<file path="src/rtl/input_tokenizer_if.sv">
// input_tokenizer_pkg / input_tokenizer_if: keypad command codes, token kinds
// and the command-in / token-out bundle of the tokenizer.
package input_tokenizer_pkg;
    localparam int IC_W = 5;
    typedef logic [IC_W-1:0] ic_t;
    localparam ic_t IC_NONE = 5'd0;
    localparam ic_t IC_D0   = 5'd1;
    localparam ic_t IC_D9   = 5'd10;
    localparam ic_t IC_OPAD = 5'd11;
    localparam ic_t IC_CTOK = 5'd17;
    localparam ic_t IC_CLBK = 5'd18;
    localparam ic_t IC_CLCL = 5'd19;
    typedef logic [3:0] kind_t;
    localparam kind_t TK_NUM  = 4'd0;
    localparam kind_t TK_BACK = 4'd8;
    localparam kind_t TK_CLR  = 4'd9;
endpackage

interface input_tokenizer_if #(
    parameter int DW = 16
);
    import input_tokenizer_pkg::*;
    ic_t           cmd_i;
    logic          tok_ready_i;
    logic          tok_valid_o;
    kind_t         tok_kind_o;
    logic [DW-1:0] tok_value_o;
    logic [DW-1:0] entry_value_o;
    logic          entry_active_o;
    logic          ovf_o;
    logic          drop_o;
    modport master (
        output cmd_i, tok_ready_i,
        input  tok_valid_o, tok_kind_o, tok_value_o, entry_value_o, entry_active_o, ovf_o, drop_o
    );
    modport slave (
        input  cmd_i, tok_ready_i,
        output tok_valid_o, tok_kind_o, tok_value_o, entry_value_o, entry_active_o, ovf_o, drop_o
    );
endinterface

</file>
<file path="src/rtl/input_tokenizer.sv">
// input_tokenizer: accumulates keypad digits into a saturating operand and
// emits NUM/operator/control tokens through a 4-entry show-ahead FIFO.
module input_tokenizer
    import input_tokenizer_pkg::*;
#(
    parameter int DW = 16
) (
    input logic              clk_i,
    input logic              rst_i,
    input_tokenizer_if.slave bus
);
    typedef enum logic {IDLE, ENTRY} state_e;
    state_e        state_q, state_d;
    logic [DW-1:0] acc_q, acc_d;
    logic [3:0]    ndig_q, ndig_d;
    logic          ovf_q, ovf_d, drop_q, drop_d;
    kind_t         kind_q [4];
    logic [DW-1:0] val_q [4];
    logic [1:0]    wp_q, rp_q, wa, need, np;
    logic [2:0]    cnt_q;
    logic          is_dig, is_op, is_bk, is_clr, entry, pop, space_ok;
    logic [3:0]    d;
    kind_t         op_kind, k0;
    logic [DW-1:0] v0;
    logic [DW+3:0] nxt;

    assign entry    = state_q == ENTRY;
    assign is_dig   = bus.cmd_i >= IC_D0 && bus.cmd_i <= IC_D9;
    assign is_op    = bus.cmd_i >= IC_OPAD && bus.cmd_i <= IC_CTOK;
    assign is_bk    = bus.cmd_i == IC_CLBK;
    assign is_clr   = bus.cmd_i == IC_CLCL;
    assign d        = 4'(bus.cmd_i - IC_D0);
    assign op_kind  = 4'(bus.cmd_i - IC_OPAD + ic_t'(1));
    assign nxt      = (DW+4)'(acc_q) * (DW+4)'(10) + (DW+4)'(d);
    assign need     = is_op ? (entry ? 2'd2 : 2'd1) : {1'b0, is_bk && !entry};
    // A same-cycle pop does not free space for this cycle's push.
    assign space_ok = 3'd4 - cnt_q >= {1'b0, need};
    assign pop      = cnt_q != 3'd0 && bus.tok_ready_i;
    assign wa       = is_clr ? 2'd0 : wp_q;

    always_comb begin
        state_d = state_q;
        acc_d   = acc_q;
        ndig_d  = ndig_q;
        ovf_d   = 1'b0;
        drop_d  = 1'b0;
        np      = 2'd0;
        k0      = op_kind;
        v0      = '0;
        if (is_clr) begin
            np      = 2'd1;
            k0      = TK_CLR;
            state_d = IDLE;
            acc_d   = '0;
            ndig_d  = '0;
        end else if (!space_ok) begin
            drop_d = 1'b1;
        end else if (is_dig) begin
            if (!entry) begin
                acc_d   = DW'(d);
                ndig_d  = 4'd1;
                state_d = ENTRY;
            end else if (nxt[DW+3:DW] != 4'd0 || ndig_q == 4'd15) begin
                ovf_d = 1'b1;
            end else begin
                acc_d  = nxt[DW-1:0];
                ndig_d = ndig_q + 4'd1;
            end
        end else if (is_op) begin
            np      = entry ? 2'd2 : 2'd1;
            k0      = entry ? TK_NUM : op_kind;
            v0      = entry ? acc_q : '0;
            state_d = IDLE;
            acc_d   = '0;
            ndig_d  = '0;
        end else if (is_bk) begin
            np      = entry ? 2'd0 : 2'd1;
            k0      = TK_BACK;
            acc_d   = acc_q / DW'(10);
            ndig_d  = entry ? ndig_q - 4'd1 : ndig_q;
            state_d = entry && ndig_q == 4'd1 ? IDLE : state_q;
        end
    end

    always_ff @(posedge clk_i) begin
        if (rst_i) begin
            state_q <= IDLE;
            acc_q   <= '0;
            ndig_q  <= '0;
            ovf_q   <= 1'b0;
            drop_q  <= 1'b0;
            wp_q    <= '0;
            rp_q    <= '0;
            cnt_q   <= '0;
        end else begin
            state_q <= state_d;
            acc_q   <= acc_d;
            ndig_q  <= ndig_d;
            ovf_q   <= ovf_d;
            drop_q  <= drop_d;
            wp_q    <= is_clr ? 2'd1 : wp_q + np;
            rp_q    <= is_clr ? 2'd0 : rp_q + 2'(pop);
            cnt_q   <= is_clr ? 3'd1 : cnt_q + 3'(np) - 3'(pop);
        end
    end

    always_ff @(posedge clk_i) begin
        if (!rst_i && np != 2'd0) begin
            kind_q[wa] <= k0;
            val_q[wa]  <= v0;
        end
        if (!rst_i && np == 2'd2) begin
            kind_q[wa+2'd1] <= op_kind;
            val_q[wa+2'd1]  <= '0;
        end
    end

    assign bus.tok_valid_o    = cnt_q != 3'd0;
    assign bus.tok_kind_o     = cnt_q != 3'd0 ? kind_q[rp_q] : TK_NUM;
    assign bus.tok_value_o    = cnt_q != 3'd0 ? val_q[rp_q] : '0;
    assign bus.entry_value_o  = acc_q;
    assign bus.entry_active_o = entry;
    assign bus.ovf_o          = ovf_q;
    assign bus.drop_o         = drop_q;
endmodule

</file>
<file path="src/flat_wrapper.sv">
// flat-port wrapper written by rule: the top's interface ports become plain ports
module input_tokenizer_flat import input_tokenizer_pkg::*;
#(
    parameter int DW = 16
)
  (clk_i, rst_i, bus_cmd_i, bus_tok_ready_i, bus_tok_valid_o, bus_tok_kind_o, bus_tok_value_o, bus_entry_value_o, bus_entry_active_o, bus_ovf_o, bus_drop_o);
  input_tokenizer_if #(.DW(DW)) bus_i ();
  input logic clk_i;
  input logic rst_i;
  input wire logic [$bits(bus_i.cmd_i)-1:0] bus_cmd_i;
  input wire logic [$bits(bus_i.tok_ready_i)-1:0] bus_tok_ready_i;
  output wire logic [$bits(bus_i.tok_valid_o)-1:0] bus_tok_valid_o;
  output wire logic [$bits(bus_i.tok_kind_o)-1:0] bus_tok_kind_o;
  output wire logic [$bits(bus_i.tok_value_o)-1:0] bus_tok_value_o;
  output wire logic [$bits(bus_i.entry_value_o)-1:0] bus_entry_value_o;
  output wire logic [$bits(bus_i.entry_active_o)-1:0] bus_entry_active_o;
  output wire logic [$bits(bus_i.ovf_o)-1:0] bus_ovf_o;
  output wire logic [$bits(bus_i.drop_o)-1:0] bus_drop_o;
  assign bus_i.cmd_i = bus_cmd_i;
  assign bus_i.tok_ready_i = bus_tok_ready_i;
  assign bus_tok_valid_o = bus_i.tok_valid_o;
  assign bus_tok_kind_o = bus_i.tok_kind_o;
  assign bus_tok_value_o = bus_i.tok_value_o;
  assign bus_entry_value_o = bus_i.entry_value_o;
  assign bus_entry_active_o = bus_i.entry_active_o;
  assign bus_ovf_o = bus_i.ovf_o;
  assign bus_drop_o = bus_i.drop_o;
  input_tokenizer #(.DW(DW)) u_core (.clk_i(clk_i), .rst_i(rst_i), .bus(bus_i));
endmodule
</file>
<file path="config.mk">
export PLATFORM = sky130hd
export DESIGN_NAME = input_tokenizer_flat
export DESIGN_NICKNAME = d
export VERILOG_FILES = /design/src/rtl/input_tokenizer_if.sv /design/src/rtl/input_tokenizer.sv /design/src/flat_wrapper.sv
export SDC_FILE = /design/constraint.sdc
export NUM_CORES = 1
export LEC_CHECK = 0
export BUFFER_PORTS_ARGS = -buffer_cell sky130_fd_sc_hd__buf_2
export CAP_MARGIN = 20
export CELL_PAD_IN_SITES_DETAIL_PLACEMENT = 1
export CELL_PAD_IN_SITES_GLOBAL_PLACEMENT = 1
export CORE_AREA = 5 5 142 144
export CTS_BUF_LIST = sky130_fd_sc_hd__clkbuf_4
export CTS_CLUSTER_DIAMETER = 80
export DETAILED_ROUTE_END_ITERATION = 8
export DIE_AREA = 0 0 147 149
export PLACE_DENSITY_LB_ADDON = 0.12
export SETUP_SLACK_MARGIN = 0.15
export SYNTH_ARGS = -nofsm -noshare
export SYNTH_HDL_FRONTEND = slang
export SYNTH_SLANG_ARGS = --single-unit
</file>
<file path="constraint.sdc">
create_clock -name clk_i -period 4.3 [get_ports clk_i]
set_input_delay 0 -clock clk_i [delete_from_list [all_inputs] [get_ports clk_i]]
set_output_delay 0 -clock clk_i [all_outputs]
set_load 0.01 [all_outputs]
</file>
==> flow_summary.json, run 1 <==
{
  "synth_seq_cells": 110,
  "skew_ns": 0.0209,
  "tightest_slew_ns": 0.744,
  "clk_latency_ns": 0.52,
  "rsz0062_at_grt": "yes",
  "fin_nets": 1145,
  "slew_headroom": 0.491,
  "grt_max_degree": 34,
  "r2r-start": "u_core.bus.entry_value_o[12]$_SDFFE_PP0P_",
  "htreeDepth": 3,
  "drt_iter0_drc": 381,
  "grt_overflow": 0,
  "port_buffers": 47,
  "clock-sinks": 110,
  "p_per_area_nw_per_um2": 415,
  "place_ws_ns": -0.0344,
  "start_kind": "flip-flop",
  "slew_viol_final": 0,
  "postRouteWirelength_um": 25800,
  "fp.dieH_um": 149,
  "worstSetupEndpointType": "flip-flop",
  "numCtsBuffers": 9,
  "final_cell_mix": "189 x nor2_1, 106 x a21oi_1, 89 x buf_4",
  "die_w_um": 147,
  "synth_edf_count": 16,
  "core_area_um2": 18600,
  "path_clk_slew_ns": 0.19,
  "area_growth_pct": 21.1,
  "hold_viol_final": 0,
  "critical_path.endpoint": "u_core.bus.entry_value_o[1]$_SDFFE_PP0P_",
  "synthCells": 991,
  "yosys.area.top_type_share": 0.233,
  "regToRegSetupSlack_ns": 0.23,
  "required_ns": 4.76,
  "synth_top_family_by_area": "compound AO/OA/AOI/OAI gates",
  "crit_type": "reg2reg",
  "regToRegEndpoint": "u_core.bus.entry_value_o[1]$_SDFFE_PP0P_",
  "dieArea_um2": 21900,
  "synth_cell_types": 89,
  "synth_async_sr_flop_share": 0,
  "post-route-period-util": 0.947,
  "ys_warn_count": 0,
  "gp_congestion": 0.842,
  "grt_usage": 0.221,
  "antenna_found_initial": 1,
  "status": "completed",
  "vias_per_cell": 5.81,
  "drc_errors": 0,
  "holdWs_ns": 0.0367,
  "rows": 50,
  "yosysTopAreaCell": "dfxtp_1",
  "setup_viol": 0,
  "max_cap_viol_count": 0,
  "final_layout_size_suffix_gt1_frac": 0.273,
  "p_sw_frac": 0.426,
  "ys_seq_area_frac": 0.292,
  "cp.arrival_ns": 4.54,
  "min_period_ns": 4.07,
  "first_pass_iters": 4,
  "ant_nets": 0,
  "ir_drop_v": 0.000293,
  "synth-xor-area-share": 0.0424,
  "syn_avg_cell_area_um2": 8.17,
  "yosys.area_share.simple": 0.210,
  "grt_pass1_wl_um": 39600,
  "root_buffer": "clkbuf_4",
  "fmax_mhz": 246,
  "synth_area_um2": 8090,
  "syn_nets": 1052,
  "final_common_cell": "nor2_1",
  "cts_buffer_depth": 2,
  "setup_ws_ns": 0.227,
  "critPathMaxFanout": 15,
  "fin_util": 0.527,
  "hold_class": "in2reg",
  "cts_tree": "done",
  "dpl.hpwl_um": 17700,
  "synth_compound_area_frac": 0.231,
  "p_leak_nw": 4.01,
  "netSwitchingPower_w": 0.00173,
  "cp-startpoint": "u_core.bus.entry_value_o[12]$_SDFFE_PP0P_",
  "combPwrFrac": 0.553,
  "ys.flop_type": "dfxtp_1",
  "power_frac_clock": 0.155,
  "grt_pass1_vias": 7708,
  "synthMuxAreaShare": 0.0866,
  "reg2reg_depth": 16,
  "via_count": 7700,
  "synthAdderAreaFrac": 0.0860,
  "wire_per_inst_um": 19.4,
  "pin_count": 48,
  "power_frac_seq": 0.292,
  "synth_area_leaders": "dfxtp_1 23%, nor2_1 8.8%, ha_1 7.7%, a21oi_1 7.4%, edfxtp_1 5.9%",
  "power.internal_w": 0.00233,
  "start_util": 0.436
}
area by class of cell:
cell class	instances	area, µm²
fill	2245	8780
multi-input combinational	782	5780
sequential	110	2380
timing repair buffer	150	1050
tap	234	293
inverter	31	116
clock inverter	7	105
clock buffer	9	67.6
antenna	2	5.00
Yosys cell counts (all sizes together), types with 5 or more instances:
| library cell | instances |
|---|---|
| and3 | 8 |
| xnor2 | 27 |
| a2111oi | 10 |
| nand2b | 12 |
| xor2 | 10 |
| o2111ai | 5 |
| o21ai | 34 |
| a21o | 9 |
| clkbuf | 53 |
| nor2b | 8 |
| nand3 | 12 |
| o22ai | 10 |
| and2 | 26 |
| dfxtp | 94 |
| edfxtp | 16 |
| nor3 | 18 |
| inv | 27 |
| a211o | 6 |
| nor2 | 190 |
| mux2i | 14 |
| ha | 50 |
| buf | 16 |
| a211oi | 21 |
| a21oi | 120 |
| nand2 | 61 |
| mux2 | 8 |
| mux4 | 20 |
| or3 | 6 |
| a221oi | 6 |
| o31ai | 5 |
| o211ai | 7 |
state kept, by name, indices dropped and copies added (netlist names):
signal and count:
u_core.bus.drop_o 1, u_core.bus.entry_active_o 1, u_core.bus.entry_value_o 16, u_core.bus.ovf_o 1, u_core.cnt_q 3, u_core.kind_q 16
u_core.ndig_q 4, u_core.rp_q 2, u_core.val_q 64, u_core.wp_q 2
power by group through the flow:
| stage | registers [W] | logic [W] | clock network (W) |
|---|---|---|---|
| after floorplan | 0.00123 | 0.00133 | 0 |
| after global placement | 0.00120 | 0.00188 | 0 |
| after detailed placement | 0.00121 | 0.00192 | 0 |
| after CTS | 0.00118 | 0.00199 | 0.000647 |
| after global routing | 0.00119 | 0.00246 | 0.000686 |
| final | 0.00118 | 0.00225 | 0.000631 |
routing by layer:
metal | vias to the layer above | share of wire | global-route usage
met5 | - | 0 | 0
met4 | 0 | 0.013 | 0.0503
met3 | 25 | 0.023 | 0.0292
met2 | 97 | 0.49 | 0.382
met1 | 3820 | 0.47 | 0.297
li1 | 3758 | - | -
what timing repair did:
action	CTS	global route
pin swaps	6	52
endpoints found under the hold margin	14	0
gates resized for setup	15	107
gates cloned	0	2
hold buffers	4	0
endpoints found under the setup margin	19	22
setup buffers	7	25
cell families (layout without fill, tap and decap cells):
logic type               count (synthesis)  in the layout
other                                    0              2
multiplexers                            42             42
buffers and inverters                  100            197
XOR/XNOR                                37             37
AO/OA/AOI/OAI                          279            279
flip-flops                             110            110
adder cells (fa/ha/maj)                 54             54
AND/OR/NAND/NOR                        369            370
per-stage QoR:
stage	std cells	cell area (µm²)	TNS, ns	total power [W]
final	1325	9800	0	0.00406
after global routing	1325	9800	0	0.00434
after CTS	1296	9140	0	0.00382
after detailed placement	1269	8810	-0.0783	0.00312
after global placement	1269	8810	-0.0192	0.00308
after floorplan	991	8090	0	0.00256
how the worst min path moves through the flow:
stage / start / endpoint / slack [ns] / cells past startpoint
floorplan: rst_i / u_core.cnt_q[0]$_SDFF_PP0_ / 0.07 / 1
global placement: rst_i / u_core.cnt_q[0]$_SDFF_PP0_ / 0.24 / 2
detailed placement: rst_i / u_core.cnt_q[0]$_SDFF_PP0_ / 0.24 / 2
CTS: bus_tok_ready_i / u_core.rp_q[0]$_SDFF_PP0_ / 0.005 / 4
global route: bus_tok_ready_i / u_core.rp_q[0]$_SDFF_PP0_ / 0.04 / 4
finish: bus_tok_ready_i / u_core.rp_q[0]$_SDFF_PP0_ / 0.04 / 4
worst max-delay path, cell delays in order (launching register included):
cell and delay, ns:
dfxtp_2 0.37, buf_6 0.15, or3b_4 0.37, a21oi_2 0.18
o31a_1 0.30, nor2_4 0.11, a2111oi_1 0.50, nor4_1 0.12
buf_4 0.19, a21oi_4 0.23, nor3_4 0.11, o211ai_1 0.30
a32oi_2 0.19, a211oi_4 0.40, maj3_2 0.28, o21ai_2 0.06
a211oi_2 0.17
(Power assumes the default switching activity.)
==> run 2: changes to the inputs <==
- CELL_PAD_IN_SITES_DETAIL_PLACEMENT: 1 -> not set
- CELL_PAD_IN_SITES_GLOBAL_PLACEMENT: 1 -> not set
- CORE_AREA: 5 5 142 144 -> 5 5 141 143
- DIE_AREA: 0 0 147 149 -> 0 0 146 148
==> run 2 against run 1 <==
Net effect: sequential power rose by 3%; core utilization decreased by 1.2 points; routed wire length shrank 14%; first-iteration DRC count is 3.9% lower; worst setup slack improved by 0.025 ns; largest cell class unchanged; highest routed layer unchanged.
==> flow_summary.json, run 2 (synthesized netlist as in run 1, its figures left out) <==
{
  "power.internal_w": 0.00220,
  "dieArea_um2": 21600,
  "cp.arrival_ns": 4.50,
  "combPwrFrac": 0.533,
  "holdWs_ns": 0.0213,
  "netSwitchingPower_w": 0.00160,
  "rsz0062_at_grt": "yes",
  "skew_ns": 0.0214,
  "setup_viol": 0,
  "worstSetupEndpointType": "flip-flop",
  "crit_cells": 19,
  "r2r-start": "u_core.bus.entry_value_o[14]$_SDFFE_PP0P_",
  "final_layout_size_suffix_gt1_frac": 0.237,
  "final_cell_mix": "189 x nor2_1, 111 x a21oi_1, 85 x dfxtp_1",
  "regToRegEndpoint": "u_core.bus.entry_value_o[0]$_SDFFE_PP0P_",
  "numCtsBuffers": 9,
  "power_frac_seq": 0.320,
  "postRouteWirelength_um": 22100,
  "pin_count": 48,
  "via_count": 7449,
  "status": "completed",
  "slew_headroom": 0.268,
  "holdPathStages": 4,
  "grt_pass1_wl_um": 36200,
  "dpl.hpwl_um": 15800,
  "grt_max_degree": 34,
  "p_per_area_nw_per_um2": 400,
  "required_ns": 4.76,
  "gp_congestion": 0.848,
  "fp.dieH_um": 148,
  "wire_per_inst_um": 16.8,
  "post-route-period-util": 0.941,
  "drt_iter0_drc": 366,
  "fin_nets": 1131,
  "ant_nets": 0,
  "clk_latency_ns": 0.51,
  "cp-startpoint": "u_core.bus.entry_value_o[14]$_SDFFE_PP0P_",
  "p_leak_nw": 3.87,
  "cts_buffer_depth": 2,
  "hold_class": "in2reg",
  "ir_drop_v": 0.000325,
  "drc_errors": 0,
  "crit_type": "reg2reg",
  "cp_slowest_cell": "dfxtp_4",
  "path_clk_slew_ns": 0.18,
  "final_common_cell": "nor2_1",
  "fillerInstances": 1780,
  "power_w": 0.00380,
  "vias_per_cell": 5.69,
  "area_growth_pct": 17.4,
  "regToRegSetupSlack_ns": 0.25,
  "cp_slowest_stage_delay_ns": 0.42,
  "root_buffer": "clkbuf_4",
  "antenna_found_initial": 1,
  "power_frac_clock": 0.147,
  "path_common_cell": "buf_4",
  "hold_viol_final": 0,
  "tightest_slew_ns": 1.10,
  "min_period_ns": 4.05,
  "die_w_um": 146,
  "setup_tns_ns": 0,
  "grt_usage": 0.202,
  "max_cap_viol_count": 0,
  "core_area_um2": 18500,
  "reg2reg_depth": 19,
  "htreeDepth": 3,
  "start_kind": "flip-flop",
  "port_buffers": 47,
  "crit_family": "compound AO/OA/AOI/OAI gates",
  "p_sw_frac": 0.420,
  "clock-sinks": 110,
  "critical_path.endpoint": "u_core.bus.entry_value_o[0]$_SDFFE_PP0P_",
  "grt_overflow": 0,
  "cts_tree": "done",
  "fmax_mhz": 247,
  "largest-register": "u_core.val_q",
  "largest_register_ffs": 64,
  "crit_chain": "buf_4 > nor4bb_2 > a311oi_2 > o221ai_2 > mux2i_4 > buf_4 > buf_6 > o211ai_1 > buf_4 > a31oi_4 > a221oi_4 > nor3_4 > or2_4 > a2111oi_4 > a211oi_4 > buf_4 > a211o_1 > and4_1 > a21oi_1",
  "start_util": 0.439,
  "grt_pass1_vias": 7054,
  "rows": 50,
  "slew_viol_final": 0,
  "critPathMaxFanout": 11,
  "cp_num_buf_inv": 5,
  "first_pass_iters": 6
}
run 2: cell types whose count changed in the layout (fill, tap and decap cells not counted), moves of 3 or more:
cell     before  now
buf_4        89   82
a21oi_1     106  111
a21oi_2      12    7
buf_6         6    2
nand3_1       9   12
nand3_2       3    0
o21ai_2       7    4
run 2: final cells by class:
class	count	area, µm²	share of cell area
sequential	110	2380	0.251
antenna	1	2.50	0.000263
clock buffer	10	75.1	0.00790
inverter	31	116	0.0122
multi-input combinational	782	5640	0.593
tap	234	293	0.0308
clock inverter	6	70.1	0.00737
timing repair buffer	136	928	0.0977
run 2: timing repair:
item                       in CTS  in global routing
setup endpoints to repair      20                 22
hold buffers                    4                  0
hold endpoints to repair       14                  0
pin swaps                       1                 24
gates resized for setup        15                 67
setup buffers                   2                 16
gates cloned                    0                  1
run 2: tightest hold or removal path, stage by stage:
cell,delay (ns)
buf_2,0.07
nor2b_1,0.18
ha_1,0.14
and2_1,0.10
run 2: worst min path at each step:
stage	start	endpoint	slack (ns)
finish	bus_tok_ready_i	u_core.rp_q[0]$_SDFF_PP0_	0.02
global route	bus_tok_ready_i	u_core.rp_q[0]$_SDFF_PP0_	0.07
CTS	bus_tok_ready_i	u_core.rp_q[0]$_SDFF_PP0_	0.002
detailed placement	rst_i	u_core.cnt_q[0]$_SDFF_PP0_	0.24
global placement	rst_i	u_core.cnt_q[0]$_SDFF_PP0_	0.23
floorplan	rst_i	u_core.cnt_q[0]$_SDFF_PP0_	0.07
run 2: through the flow:
step	instances	setup slack, ns	cell area [µm²]	util
global placement	1269	-0.0593	8810	0.478
CTS	1291	0.154	9040	0.490
detailed placement	1269	-0.0735	8810	0.478
finish	1310	0.252	9500	0.515
floorplan	991	0.198	8090	-
global route	1310	0.0408	9500	0.515
run 2: power by group through the flow:
stage	sequential [W]	combinational [W]	clock [W]
2_1_floorplan	0.00123	0.00133	0
3_3_place_gp	0.00126	0.00183	0
3_5_place_dp	0.00126	0.00183	0
4_1_cts	0.00124	0.00185	0.000583
5_1_grt	0.00123	0.00226	0.000615
6_report	0.00122	0.00202	0.000560
run 2: metal layers:
metal | share of wire | GRT usage
met1 | 0.47 | 0.273
met2 | 0.48 | 0.346
met3 | 0.030 | 0.0233
met4 | 0.018 | 0.0541
met5 | 0 | 0
